--- src/rtl/data_point_fifo.sv ---
// First-word fall-through queue of data points between the input converter and the mapper.
// Status flags are decoded from the registered count only, so ready/write never reach them combinationally.
module data_point_fifo #(
    parameter int DATA_WIDTH = 128,
    parameter int ADDR_BITS  = 4
) (
    input  logic                  clk,
    input  logic                  reset,
    input  logic                  i_res,
    input  logic                  i_fifo_write,
    input  logic [DATA_WIDTH-1:0] i_fifo_data,
    output logic                  o_fifo_full,
    output logic [DATA_WIDTH-1:0] o_data,
    output logic                  o_valid,
    input  logic                  i_ready,
    output logic [ADDR_BITS:0]    o_count,
    output logic                  o_overflow
);

    localparam int DEPTH = 2 ** ADDR_BITS;
    localparam logic [ADDR_BITS:0]   DEPTH_C = (ADDR_BITS + 1)'(DEPTH);
    localparam logic [ADDR_BITS:0]   CNT_ONE = (ADDR_BITS + 1)'(1);
    localparam logic [ADDR_BITS-1:0] PTR_ONE = ADDR_BITS'(1);

    logic [DATA_WIDTH-1:0] mem_r [DEPTH];
    logic [ADDR_BITS-1:0]  wr_ptr_r;
    logic [ADDR_BITS-1:0]  rd_ptr_r;
    logic [ADDR_BITS:0]    count_r;
    logic                  overflow_r;
    logic                  full_s;
    logic                  valid_s;
    logic                  wr_en_s;
    logic                  rd_en_s;

    assign full_s      = (count_r == DEPTH_C);
    assign valid_s     = (count_r != {(ADDR_BITS + 1){1'b0}});
    assign o_fifo_full = full_s;
    assign o_valid     = valid_s;
    assign o_count     = count_r;
    assign o_overflow  = overflow_r;
    assign o_data      = mem_r[rd_ptr_r];

    // Accept decisions; a synchronous clear suppresses both transfers.
    always_comb begin
        wr_en_s = 1'b0;
        rd_en_s = 1'b0;
        if (i_res) begin
            wr_en_s = 1'b0;
            rd_en_s = 1'b0;
        end else begin
            wr_en_s = i_fifo_write & ~full_s;
            rd_en_s = valid_s & i_ready;
        end
    end

    // Storage array, intentionally left without reset.
    always_ff @(posedge clk) begin
        if (wr_en_s) begin
            mem_r[wr_ptr_r] <= i_fifo_data;
        end
    end

    // Pointers, occupancy count and sticky overflow flag.
    always_ff @(posedge clk or posedge reset) begin
        if (reset) begin
            wr_ptr_r   <= {ADDR_BITS{1'b0}};
            rd_ptr_r   <= {ADDR_BITS{1'b0}};
            count_r    <= {(ADDR_BITS + 1){1'b0}};
            overflow_r <= 1'b0;
        end else if (i_res) begin
            wr_ptr_r   <= {ADDR_BITS{1'b0}};
            rd_ptr_r   <= {ADDR_BITS{1'b0}};
            count_r    <= {(ADDR_BITS + 1){1'b0}};
            overflow_r <= 1'b0;
        end else begin
            if (wr_en_s) begin
                wr_ptr_r <= wr_ptr_r + PTR_ONE;
            end
            if (rd_en_s) begin
                rd_ptr_r <= rd_ptr_r + PTR_ONE;
            end
            case ({wr_en_s, rd_en_s})
                2'b10:   count_r <= count_r + CNT_ONE;
                2'b01:   count_r <= count_r - CNT_ONE;
                default: count_r <= count_r;
            endcase
            if (i_fifo_write && full_s) begin
                overflow_r <= 1'b1;
            end
        end
    end

endmodule

--- config.mk ---
export PLATFORM = sky130hd
export DESIGN_NAME = data_point_fifo
export DESIGN_NICKNAME = d
export VERILOG_FILES = /design/src/rtl/data_point_fifo.sv
export SDC_FILE = /design/constraint.sdc
export NUM_CORES = 2
export LEC_CHECK = 0
export BUFFER_PORTS_ARGS = -buffer_cell sky130_fd_sc_hd__buf_2
export CAP_MARGIN = 0
export CORE_MARGIN = 3
export CORE_UTILIZATION = 41
export DETAILED_ROUTE_END_ITERATION = 10
export GPL_TIMING_DRIVEN = 0
export PLACE_DENSITY = 0.67
export SLEW_MARGIN = 0
export SYNTH_ARGS = -nofsm -noshare
export SYNTH_HDL_FRONTEND = slang
export SYNTH_SLANG_ARGS = --single-unit
--- constraint.sdc ---
create_clock -name clk -period 8.2 [get_ports clk]
set_input_delay 0.41 -clock clk [delete_from_list [all_inputs] [get_ports clk]]
set_output_delay 0.41 -clock clk [all_outputs]
set_load 0.02 [all_outputs]
After elaboration in Yosys (flattened, before gate mapping)
Memory sizes are Yosys's and may differ from the RTL's. Cells that the tools add are included.

Register bits: 14. Latch bits: 0. RAM bits: 2048. ROM bits: 0. Input port bits: 133. Word-level logic and storage cells: 33. Memories kept: 1.

Add/subtract/negate cells: 4. Multiply operators: 0. Divide/modulo/power cells: 0. $lt $le $gt $ge: 0. Equality and inequality tests: 3. Shifts and indexed selects: 0. Mux-type cells: 12. Bitwise operators: 3. Reductions and logical operators: 6.

Memory list: mem_r (depth 16, width 128, read ports 1, clocked after memory_dff 0, wr ports 1, RTL line 25) `logic [DATA_WIDTH-1:0] mem_r [DEPTH];`.

Operator list (number): 4-bit two-way mux (4); 5-bit one-hot mux with 2 select lines (1); 4-bit by 1-bit adder with 4-bit output (second input constant) (2); 1-bit two-way mux (6); 2-bit nonzero test (3); 5-bit by 1-bit adder with 5-bit output (second input constant) (1); 5-bit == test (second input constant) (1); 5-bit two-way mux (1); 5-bit nonzero test (1); 5-bit by 1-bit subtractor with 5-bit output (second input constant) (1); 3-bit nonzero test (1); 1-bit bitwise AND (2); 2-bit by 1-bit == test with 1-bit output (second input constant) (1); 2-bit == test (second input constant) (1); 1-bit logical AND (1); 1-bit NOT (1).

Logic depth before layout (Yosys ltp)
Depth in word-level cells: 7. Gate-level depth with buffers: 11.

Worst setup path before layout
Ideal clock, no wire load.

Path kind: in2reg. Start: input port i_fifo_write. End: memory mem_r[15][0], enable pin. Library setup time: 617 ps. Arrival time: 6667 ps. Path slack: 916 ps. Stages on the path: 4. Buffers on the path: 1. Cells stage by stage: clkbuf_1 a21boi_1 nand2_1 nor2_1.

Cells in the longest elaborated chain, start to end: 4.

RTL lines: from (decl) (RTL line 10) `input logic i_fifo_write,`; 1-bit bitwise AND (RTL line 51) `wr_en_s = i_fifo_write & ~full_s;`; 1-bit two-way mux (RTL line 47) `if (i_res) begin`; 1-bit two-way mux (RTL line 58) `if (wr_en_s) begin`; 1-bit two-way mux (implied by the code) (RTL line 59) `mem_r[wr_ptr_r] <= i_fifo_data;`; to (decl) (RTL line 25).

No other way between the ends.

Worst setup path in the final report
Start: register rd_ptr_r[3]. End: output port o_data[118].

Cells in the longest elaborated chain, start to end: 1.

RTL lines: from (decl) (RTL line 27) `logic [ADDR_BITS-1:0] rd_ptr_r;`; from (signal assigned) (RTL line 67) `rd_ptr_r <= {ADDR_BITS{1'b0}};`; from (signal assigned) (RTL line 72) `rd_ptr_r <= {ADDR_BITS{1'b0}};`; from (signal assigned) (RTL line 80) `rd_ptr_r <= rd_ptr_r + PTR_ONE;`; memory read 16 x 128 bit; to (decl) (RTL line 13) `output logic [DATA_WIDTH-1:0] o_data,`.

No other way between the ends.

==> results.py <==
metrics = {
    "sta": {
        "fin_crit_sh_pct": 61.9,
        "post-route-min-period_ns": 5.08,
        "fin_tns_setup_ns": 0,
        "slew_headroom_pct": 0.124,
        "rsz0062_at_grt": "false",
        "hold_viol": 0,
        "report.final.slew_viol_count": 0,
        "fin_worst_skew_ns": 0.0273,
        "worst_pin_slew_ns": 1.50,
        "fmax_mhz": 197,
        "setup_viol": 0,
    },
    "worst_setup_path": {
        "crit_path_start_kind": "flip-flop",
        "worstSetupPathType": "reg -> out",
        "cp_data_required_time_ns": 7.79,
        "critical-path-top-delay-family": "buffers and inverters",
        "crit_slowest_cell": "clkbuf_1",
        "end_kind": "primary output",
        "r2r_end": "mem_r[1][47]",
        "reg2reg_depth": 9,
        "crit_arrival_ns": 4.67,
        "crit_fanout": 10,
        "reg2reg_slack_ns": 4.30,
        "reg2reg_from": "o_count[0]",
        "path_cells": "clkbuf_1 -> clkbuf_1 -> clkbuf_1 -> mux4_2 -> buf_2",
        "critPathBufInv": 4,
        "max_stage_delay_ns": 1.07,
        "cpMostUsedCell": "clkbuf_1",
    },
    "synthesis": {
        "synth_most_common_cell": "edfxtp_1",
        "synth.avg_cell_area_um2": 26.0,
        "ys_warn_count": 0,
        "syn_nets": 3136,
        "netlist_instances": 2994,
        "yosysTopAreaCell": "edfxtp_1",
        "synth_area_um2": 77700,
        "ys_types": 38,
        "synthArstFlopShare_pct": 0.679,
        "ys_seq_elements": 2062,
        "yosysSeqAreaShare_pct": 79.6,
        "yosys-top-cells-count": "edfxtp_1, mux4_2, buf_2",
        "ys.flop_type": "edfxtp_1",
        "synthTopCellsByArea": "edfxtp_1, mux4_2, dfrtp_1",
        "synth_edf_count": 2048,
        "netlist.area_leader.share_pct": 79.2,
    },
    "cells_and_area": {
        "area_growth_syn_to_layout_pct": 18.4,
        "drive_above_1_share_pct": 35.5,
        "fillers": 14700,
        "nNetsFinal": 3835,
    },
    "clocking": {
        "cts_tree": "done",
        "cts_buffers": 191,
        "cts_max_level": 4,
        "clockBufferDepth": 3,
        "ctsResizeCount": 0,
        "insertion_delay_ns": 0.82,
        "clk_pin_slew_ns": 0.07,
        "cts_sinks": 2062,
        "cts_root_buf": "clkbuf_16",
    },
    "drt": {
        "vias": 35900,
        "drt_pre_antenna_iters": 5,
        "remaining_drc_errors": 0,
        "avgRoutedWirePerCell_um": 30.5,
        "dr.first_iter.drc_count": 4169,
        "viasPerCell": 5.65,
        "wirelength_um": 194000,
        "drtAntennaViolNets": 0,
    },
    "global_routing": {
        "grt_max_degree": 23,
        "grt_pass1_vias": 37200,
        "antenna_found_initial": 31,
        "grt.overflow.total": 0,
        "track_usage_pct": 20.1,
        "grt_pass1_wl_um": 277000,
    },
    "die": {
        "row_count": 159,
        "dieHeight_um": 441,
        "core_um2": 188000,
        "initial_utilization_pct": 41.3,
        "chipWidth_um": 441,
        "dieArea_um2": 195000,
        "pin_count": 269,
    },
    "power_and_ir_drop": {
        "p_leak_nw": 28.3,
        "ir_drop_mv": 0.190,
        "powerDensity_nw_per_um2": 281,
        "power_mw": 25.9,
    },
    "outcome": {
        "violations": "max-capacitance violations",
        "status": "finished, violations left",
    },
    "min_path": {
        "min_to": "rd_ptr_r[2]",
        "hp-class": "in -> reg",
        "hold_depth": 4,
        "hp-start": "i_ready",
    },
    "placed_design": {
        "io_buffers": 267,
        "hpwl_um": 124000,
        "place_congestion": 0.711,
    },
    "flow_run": {
        "cap_violations": 1,
    },
}
==> worst min-delay path, cell delays in order <==
cell	delay, ns
buf_2	0.15
nand3_1	0.13
xor2_1	0.07
nor2_1	0.08
==> metrics by stage <==
| step | std cells | instance area [um^2] | util, % | setup slack, ns | hold slack [ns] |
|---|---|---|---|---|---|
| 2_1_floorplan | 2994 | 77700 | - | 0.916 | 0.299 |
| 3_5_place_dp | 5864 | 84600 | 45.0 | 3.86 | 0.491 |
| 6_report | 6365 | 92000 | 49.0 | 3.12 | 0.0859 |
| 4_1_cts | 6345 | 92000 | 48.9 | 2.94 | 0.00372 |
| 3_3_place_gp | 5756 | 82200 | 43.7 | -7.06 | 0.485 |
| 5_1_grt | 6351 | 92000 | 48.9 | 2.96 | 0.0504 |
==> cells in the final DEF, fill, tap and decap left out, types with 20 or more instances in the layout <==
cell,count
edfxtp_1,2048
mux4_2,626
buf_2,331
clkbuf_16,192
dlygate4sd3_1,131
buf_12,90
clkbuf_1,88
clkinv_1,51
clkinv_2,32
diode_2,20
a21oi_1,20
==> registers in the layout, indices dropped and copies added, names as in the netlist <==
signal,flops
mem_r,2048
o_count,5
o_overflow,1
rd_ptr_r,4
wr_ptr_r,4
==> worst max path at each step <==
stage                     cells after the start  slack, ns          from            to
final                                         5       3.12   rd_ptr_r[3]   o_data[118]
after global routing                          5       2.96   rd_ptr_r[3]   o_data[120]
after CTS                                     5       2.94   rd_ptr_r[3]   o_data[121]
after detailed placement                      5       3.86   rd_ptr_r[3]   o_data[121]
after global placement                        4      -7.06  i_fifo_write  mem_r[8][40]
after floorplan                               4       0.92  i_fifo_write  mem_r[15][0]
==> layout make-up <==
| cell class | instances | area [um^2] | area share [%] |
|---|---|---|---|
| Multi-Input combinational cell | 775 | 15200 | 16.5 |
| Sequential cell | 2062 | 61800 | 67.2 |
| Clock buffer | 228 | 4970 | 5.40 |
| Tap cell | 2495 | 3120 | 3.39 |
| Clock inverter | 122 | 1120 | 1.22 |
| Inverter | 6 | 22.5 | 0.0245 |
| Buffer | 151 | 732 | 0.795 |
| Timing Repair Buffer | 506 | 4940 | 5.37 |
| Antenna cell | 20 | 50.0 | 0.0544 |
==> per-layer routing <==
| metal | track usage [%] | up-vias | wire, um |
|---|---|---|---|
| li1 | - | 14600 | - |
| met4 | 7.58 | 10 | 7200 |
| met1 | 26.1 | 19400 | 73900 |
| met3 | 4.01 | 305 | 14400 |
| met5 | 0 | - | 59 |
| met2 | 33.7 | 1594 | 98600 |
==> what timing repair did <==
action	4_1_cts	5_1_grt
endpoints found under the hold margin	2067	0
hold buffers	131	0
setup buffers	0	0
==> power by group <==
| group | switching [mW] | total (mW) | internal, mW |
|---|---|---|---|
| Sequential | 0.0420 | 11.8 | 11.7 |
| Clock | 3.80 | 8.69 | 4.89 |
| Combinational | 2.96 | 5.41 | 2.46 |
==> cells by family after synthesis <==
family / count (synthesis) / share of synthesized area [%]
multiplexers: 647 / 18.4
AO/OA/AOI/OAI: 42 / 0.337
XOR/XNOR: 7 / 0.0789
adder cells (fa/ha/maj): 9 / 0.155
flip-flops: 2062 / 79.6
AND/OR/NAND/NOR: 70 / 0.435
buffers and inverters: 157 / 0.968
No activity file was read; power rests on OpenSTA's default activity.
